<file path="src/rtl/branch_predictor_if.sv">
// Fetcher / ROB / global-control bundle for the branch direction predictor.
// master: the environment (fetcher, ROB, global ready); slave: the predictor.
interface branch_predictor_if;
    logic        rdy;
    logic        rollback_sign;

    logic        enable_sign_from_fch;
    logic [31:0] pc_from_fch;
    logic [31:0] inst_from_fch;
    logic        valid_sign_to_fch;
    logic        predicted_jump_sign_to_fch;
    logic [31:0] predicted_pc_to_fch;

    logic        enable_sign_from_rob;
    logic        jump_sign_from_rob;
    logic [31:0] pc_from_rob;

    modport master (
        output rdy,
        output rollback_sign,
        output enable_sign_from_fch,
        output pc_from_fch,
        output inst_from_fch,
        input  valid_sign_to_fch,
        input  predicted_jump_sign_to_fch,
        input  predicted_pc_to_fch,
        output enable_sign_from_rob,
        output jump_sign_from_rob,
        output pc_from_rob
    );

    modport slave (
        input  rdy,
        input  rollback_sign,
        input  enable_sign_from_fch,
        input  pc_from_fch,
        input  inst_from_fch,
        output valid_sign_to_fch,
        output predicted_jump_sign_to_fch,
        output predicted_pc_to_fch,
        input  enable_sign_from_rob,
        input  jump_sign_from_rob,
        input  pc_from_rob
    );
endinterface

</file>
<file path="src/rtl/branch_predictor.sv">
// Branch direction predictor: table of 2-bit saturating counters indexed by
// pc[BHT_INDEX_BITS+1:2], trained by committed branch outcomes from the ROB,
// queried by the fetcher with a one-cycle registered response.
// Optional build macro PREDICTOR_STATS_EN adds update / misprediction counters.
module branch_predictor #(
    parameter int          BHT_INDEX_BITS = 8,
    parameter logic [1:0]  COUNTER_INIT   = 2'd1
) (
    input  logic                clk,
    input  logic                rst,
    branch_predictor_if.slave   bp
`ifdef PREDICTOR_STATS_EN
    ,
    output logic [31:0]         stat_update_cnt,
    output logic [31:0]         stat_miss_cnt
`endif
);

    localparam int BHT_ENTRIES = 1 << BHT_INDEX_BITS;

    localparam logic [6:0] OPC_JAL    = 7'b1101111;
    localparam logic [6:0] OPC_BRANCH = 7'b1100011;
    localparam logic [6:0] OPC_JALR   = 7'b1100111;

    logic [1:0]                bht [BHT_ENTRIES];

    logic [BHT_INDEX_BITS-1:0] upd_idx;
    logic [BHT_INDEX_BITS-1:0] qry_idx;
    logic                      update_fire;
    logic                      query_accept;
    logic [1:0]                upd_old;
    logic [1:0]                upd_new;
    logic [1:0]                qry_ctr;

    logic [6:0]                opcode;
    logic [31:0]               j_imm;
    logic [31:0]               b_imm;
    logic [31:0]               pc_plus4;
    logic                      next_jump;
    logic [31:0]               next_pc;

    logic                      valid_q;
    logic                      jump_q;
    logic [31:0]               pc_q;

    logic                      unused_pc_bits;

    assign upd_idx      = bp.pc_from_rob[BHT_INDEX_BITS+1:2];
    assign qry_idx      = bp.pc_from_fch[BHT_INDEX_BITS+1:2];
    assign update_fire  = bp.rdy && bp.enable_sign_from_rob;
    // A query raised together with rollback belongs to the squashed path.
    assign query_accept = bp.rdy && bp.enable_sign_from_fch && !bp.rollback_sign;

    assign unused_pc_bits = ^{bp.pc_from_rob[31:BHT_INDEX_BITS+2], bp.pc_from_rob[1:0]};

    // Saturating next value of the counter addressed by the committing branch.
    always_comb begin
        upd_old = bht[upd_idx];
        upd_new = upd_old;
        if (bp.jump_sign_from_rob) begin
            if (upd_old != 2'd3) upd_new = upd_old + 2'd1;
        end else begin
            if (upd_old != 2'd0) upd_new = upd_old - 2'd1;
        end
    end

    // Counter seen by the query, forwarding a same-cycle update to the same entry.
    always_comb begin
        qry_ctr = bht[qry_idx];
        if (update_fire && (upd_idx == qry_idx)) qry_ctr = upd_new;
    end

    // Instruction decode and target computation (all arithmetic mod 2^32).
    always_comb begin
        opcode   = bp.inst_from_fch[6:0];
        j_imm    = {{12{bp.inst_from_fch[31]}}, bp.inst_from_fch[19:12],
                    bp.inst_from_fch[20], bp.inst_from_fch[30:21], 1'b0};
        b_imm    = {{20{bp.inst_from_fch[31]}}, bp.inst_from_fch[7],
                    bp.inst_from_fch[30:25], bp.inst_from_fch[11:8], 1'b0};
        pc_plus4 = bp.pc_from_fch + 32'd4;
        next_jump = 1'b0;
        next_pc   = pc_plus4;
        case (opcode)
            OPC_JAL: begin
                next_jump = 1'b1;
                next_pc   = bp.pc_from_fch + j_imm;
            end
            OPC_BRANCH: begin
                next_jump = qry_ctr[1];
                next_pc   = qry_ctr[1] ? (bp.pc_from_fch + b_imm) : pc_plus4;
            end
            // JALR target is register-dependent; fall through and let the ROB fix it.
            OPC_JALR: begin
                next_jump = 1'b0;
                next_pc   = pc_plus4;
            end
            default: begin
                next_jump = 1'b0;
                next_pc   = pc_plus4;
            end
        endcase
    end

    // Counter table: async clear, trained on every applied ROB update.
    always_ff @(posedge clk or posedge rst) begin
        if (rst) begin
            for (int i = 0; i < BHT_ENTRIES; i++) bht[i] <= COUNTER_INIT;
        end else if (update_fire) begin
            bht[upd_idx] <= upd_new;
        end
    end

    // Registered fetcher response; prediction fields hold when nothing is accepted.
    always_ff @(posedge clk or posedge rst) begin
        if (rst) begin
            valid_q <= 1'b0;
            jump_q  <= 1'b0;
            pc_q    <= 32'd0;
        end else if (bp.rdy) begin
            valid_q <= query_accept;
            if (query_accept) begin
                jump_q <= next_jump;
                pc_q   <= next_pc;
            end
        end
    end

    assign bp.valid_sign_to_fch          = valid_q;
    assign bp.predicted_jump_sign_to_fch = jump_q;
    assign bp.predicted_pc_to_fch        = pc_q;

`ifdef PREDICTOR_STATS_EN
    // Update and misprediction counters; a miss compares against the pre-update counter.
    always_ff @(posedge clk or posedge rst) begin
        if (rst) begin
            stat_update_cnt <= 32'd0;
            stat_miss_cnt   <= 32'd0;
        end else if (update_fire) begin
            stat_update_cnt <= stat_update_cnt + 32'd1;
            if (upd_old[1] != bp.jump_sign_from_rob) stat_miss_cnt <= stat_miss_cnt + 32'd1;
        end
    end
`endif

endmodule

</file>
<file path="src/flat_wrapper.sv">
// flat-port wrapper written by rule: the top's interface ports become plain ports
module branch_predictor_flat 
#(
    parameter int          BHT_INDEX_BITS = 8,
    parameter logic [1:0]  COUNTER_INIT   = 2'd1
)
  (clk, rst, bp_rdy, bp_rollback_sign, bp_enable_sign_from_fch, bp_pc_from_fch, bp_inst_from_fch, bp_valid_sign_to_fch, bp_predicted_jump_sign_to_fch, bp_predicted_pc_to_fch, bp_enable_sign_from_rob, bp_jump_sign_from_rob, bp_pc_from_rob);
  branch_predictor_if bp_i ();
  input  logic clk;
  input  logic rst;
  input wire logic [$bits(bp_i.rdy)-1:0] bp_rdy;
  input wire logic [$bits(bp_i.rollback_sign)-1:0] bp_rollback_sign;
  input wire logic [$bits(bp_i.enable_sign_from_fch)-1:0] bp_enable_sign_from_fch;
  input wire logic [$bits(bp_i.pc_from_fch)-1:0] bp_pc_from_fch;
  input wire logic [$bits(bp_i.inst_from_fch)-1:0] bp_inst_from_fch;
  output wire logic [$bits(bp_i.valid_sign_to_fch)-1:0] bp_valid_sign_to_fch;
  output wire logic [$bits(bp_i.predicted_jump_sign_to_fch)-1:0] bp_predicted_jump_sign_to_fch;
  output wire logic [$bits(bp_i.predicted_pc_to_fch)-1:0] bp_predicted_pc_to_fch;
  input wire logic [$bits(bp_i.enable_sign_from_rob)-1:0] bp_enable_sign_from_rob;
  input wire logic [$bits(bp_i.jump_sign_from_rob)-1:0] bp_jump_sign_from_rob;
  input wire logic [$bits(bp_i.pc_from_rob)-1:0] bp_pc_from_rob;
  assign bp_i.rdy = bp_rdy;
  assign bp_i.rollback_sign = bp_rollback_sign;
  assign bp_i.enable_sign_from_fch = bp_enable_sign_from_fch;
  assign bp_i.pc_from_fch = bp_pc_from_fch;
  assign bp_i.inst_from_fch = bp_inst_from_fch;
  assign bp_valid_sign_to_fch = bp_i.valid_sign_to_fch;
  assign bp_predicted_jump_sign_to_fch = bp_i.predicted_jump_sign_to_fch;
  assign bp_predicted_pc_to_fch = bp_i.predicted_pc_to_fch;
  assign bp_i.enable_sign_from_rob = bp_enable_sign_from_rob;
  assign bp_i.jump_sign_from_rob = bp_jump_sign_from_rob;
  assign bp_i.pc_from_rob = bp_pc_from_rob;
  branch_predictor #(.BHT_INDEX_BITS(BHT_INDEX_BITS), .COUNTER_INIT(COUNTER_INIT)) u_core (.clk(clk), .rst(rst), .bp(bp_i));
endmodule
</file>
<file path="config.mk">
export PLATFORM = sky130hd
export DESIGN_NAME = branch_predictor_flat
export DESIGN_NICKNAME = d
export VERILOG_FILES = /design/src/rtl/branch_predictor_if.sv /design/src/rtl/branch_predictor.sv /design/src/flat_wrapper.sv
export SDC_FILE = /design/constraint.sdc
export NUM_CORES = 2
export LEC_CHECK = 0
export ABC_CLOCK_PERIOD_IN_PS = 44300
export BUFFER_PORTS_ARGS = -buffer_cell sky130_fd_sc_hd__buf_2
export CAP_MARGIN = 25
export CORE_MARGIN = 2
export CORE_UTILIZATION = 50
export DETAILED_ROUTE_END_ITERATION = 10
export GPL_TIMING_DRIVEN = 0
export PLACE_DENSITY_LB_ADDON = 0.25
export SLEW_MARGIN = 40
export SYNTH_ARGS = -nofsm -noshare
export SYNTH_HDL_FRONTEND = slang
export SYNTH_SLANG_ARGS = --single-unit
</file>
<file path="constraint.sdc">
create_clock -name clk -period 44.3 [get_ports clk]
set_input_delay 13.29 -clock clk [delete_from_list [all_inputs] [get_ports clk]]
set_output_delay 13.29 -clock clk [all_outputs]
set_load 0.1 [all_outputs]
</file>
==> metrics.txt <==
Detail Route Antenna Nets 0; CTS tree yes; Static Leak 14.6 nW; post-CTS resize count 0; Die Y ~260 um; number of global-route vias before repair ~27000; Layout Nets 3281; utilization after layout 56.8%; Synth Area in XOR/XNOR about 2.4%; reg2reg start u_core.bht[16]; actual slew at the worst max-slew pin about 1.1 ns; Site Rows 92; drt first pass iters 6; yosys warns 0; WP data arrival 19.55 ns; clock buffer depth 3; sequential share of the synthesized area 44.4%; CP Launch Type input port; Most used DFF post-synth dfrtp_1; initial antenna violation count 3; min Tclk post-route 19.07 ns; first-pass GRT wire length 185 mm; Worst Skew 0.0366 ns; Distinct cells, synth 81; total power per unit cell area between 30 and 40 nW/um^2; Syn Std Cell Area 31500 um^2; Final Hold Vio Count 0; Synth Instances roughly 2900; Synth area leader dfrtp_1; Seq pwr share about two fifths; core area 62700 um^2; Adder-Cell Fraction of Synth Area 1.94%; overall routing resource usage 40.0%; htree depth 2; max_cap viols 0; TritonCTS buffer count 60; Die X-Extent 255 um; initial detailed-routing violation count between 3000 and 4000; Final period util 43.0%; Logic pwr share 18.2%; clock share of power 40.8%; # hold bufs at CTS 0; worst r2r path cells 11; die area 65000 um^2; global route total overflow 0; hpwl dp a little over 90 mm; Hold Crit Class reg2reg; Worst VDD drop 0.0395 mV; Reg2Reg Setup Slack roughly 39 ns; DR top layer met5; IO Pins 137; top post-synthesis cells by area dfrtp_1 (23%), dfstp_2 (21%), mux4_2 (12%), mux2_2 (9.2%), nor2_1 (5.5%); worst skew pair latency 0.67 ns; WL met1 47.7 mm; met2 WL 54.8 mm; Root Driver clkbuf_16; Slew Viols, Final 0; dominant cell by count in the synthesized netlist nor2_1; outcome finished, final reports clean; CTS Sinks 546; Synth Area in Simple Gates 12.4%; Post-synth ARST share 100%; launch point of the worst path bp_pc_from_rob[3]; Area Overhead vs Synth 13.0%; RSZ-0062 raised after global routing no; DRC Markers 0; Net Switching 0.410 mW; WS Path Type in2reg; Synth Register Bits 546; post-synthesis compound-gate area fraction 12.5%; top cells by count, synth nor2_1 (462), dfrtp_1 (290), a21oi_1 (277), mux2_2 (258), dfstp_2 (256); largest net degree at the start of global routing 87; Setup crit end u_core.bht[265]; routed via count 27793; clock slew seen by the registers of the worst setup and hold paths about 0.060 ns; Starting Density between 50% and 60%; Final GP Congestion approximately 1.1; mux cell area share after synthesis 23.3%; Syn Area/Cell 10.7 um^2; Int Pwr 0.913 mW; fmax ~52 MHz; top-area cell type share of the netlist area 23.0%; met3 wire length 17.4 mm; share of post-route cells with drive strength above 1 between 30% and 40%; Post-CTS Setup Inserts 0; Sw Ratio a little under a third; WL per Instance 32.2 um; CP Data Required Time 44.78 ns; CP max FO 10; crit end category register; port buffer count 110; largest family of logic cells by synthesized area multiplexers; number of synthesized flops with an enable pin 0; relative slew slack 27.7%; syn_nets 3097; total wire length 130 mm; total negative setup slack 0 ns; Vias/cell 6.89; RR Endpoint u_core.bht[265]; Setup Viol. Count Final 0
[power by group through the flow]
stage / logic, mW / registers (mW) / clock network [mW]
2_1_floorplan: 0.117 / 0.582 / 0
3_3_place_gp: 0.226 / 0.549 / 0
3_5_place_dp: 0.232 / 0.550 / 0
4_1_cts: 0.233 / 0.542 / 0.540
5_1_grt: 0.249 / 0.545 / 0.560
6_report: 0.241 / 0.543 / 0.540
[layout by cell type (no fill, tap or decap), types with 60 or more instances in the layout]
master / n
mux2_2: 258
buf_2: 144
nand2_1: 230
mux4_2: 162
dfrtp_1: 290
a21oi_1: 277
nor2_1: 457
xnor2_1: 60
o21ai_0: 106
clkbuf_16: 61
clkbuf_1: 129
mux2i_1: 80
dfstp_2: 256
[per-layer routing]
layer  vias to the layer above  global-route usage, %
li1                      11173                      -
met1                     13868                   51.7
met2                      2189                   58.2
met3                       557                   12.7
met4                         6                   25.7
met5                         -                      0
[per-stage QoR]
step | power (mW) | hold slack [ns] | worst slack (ns) | instances | cell area, um^2
after global placement | 0.774 | 0.464 | 10.59 | 3904 | 33100
after floorplan | 0.699 | 0.461 | 16.17 | 2948 | 31500
after CTS | 1.31 | 0.482 | 25.62 | 4028 | 35600
final | 1.32 | 0.480 | 25.23 | 4034 | 35600
after detailed placement | 0.782 | 0.466 | 24.99 | 3915 | 33500
after global routing | 1.35 | 0.500 | 25.38 | 4029 | 35600
[logic make-up (layout without fill, tap and decap cells)]
family / after synthesis / count (layout)
DFF: 546 / 546
other: 0 / 5
adders and majority gates: 48 / 48
muxes: 500 / 500
AOI/OAI and AO/OA: 631 / 631
xor gates and xnor gates: 86 / 86
and+or+nand+nor: 905 / 905
buffers and inverters: 232 / 467
[flip-flops by register name, indices dropped and copies added, names as in the netlist]
signal	count
u_core.bp.predicted_pc_to_fch	32
u_core.bht	512
u_core.bp.predicted_jump_sign_to_fch	1
u_core.bp.valid_sign_to_fch	1
[critical path: stages]
cell	delay, ns
buf_6	0.14
buf_2	0.52
buf_2	0.51
buf_2	0.64
mux4_2	0.47
a32oi_1	0.46
a41oi_1	0.28
nor4_2	0.40
mux2_2	0.27
maj3_1	0.21
clkbuf_1	0.69
clkbuf_1	0.76
clkbuf_1	0.68
a21oi_1	0.16
[how the worst min path moves through the flow]
stage                                              start                              endpoint  slack (ns)  depth (start not counted)
floorplan                                u_core.bht[407]                       u_core.bht[407]        0.46                          2
global placement    u_core.bp.predicted_jump_sign_to_fch  u_core.bp.predicted_jump_sign_to_fch        0.46                          2
detailed placement      u_core.bp.predicted_pc_to_fch[0]      u_core.bp.predicted_pc_to_fch[0]        0.47                          2
CTS                     u_core.bp.predicted_pc_to_fch[0]      u_core.bp.predicted_pc_to_fch[0]        0.48                          2
global route            u_core.bp.predicted_pc_to_fch[0]      u_core.bp.predicted_pc_to_fch[0]        0.50                          2
finish              u_core.bp.predicted_jump_sign_to_fch  u_core.bp.predicted_jump_sign_to_fch        0.48                          2
[layout make-up]
type | count | area [um^2]
antenna | 5 | 12.5
buffer | 210 | 951
clock buffer | 94 | 1830
clock inverter | 19 | 272
fill | 5372 | 27100
inverter | 22 | 90.1
multi-input combinational | 2170 | 16600
sequential | 546 | 14000
tap | 846 | 1060
timing repair buffer | 122 | 779
No activity file was read; power rests on OpenSTA's default activity.
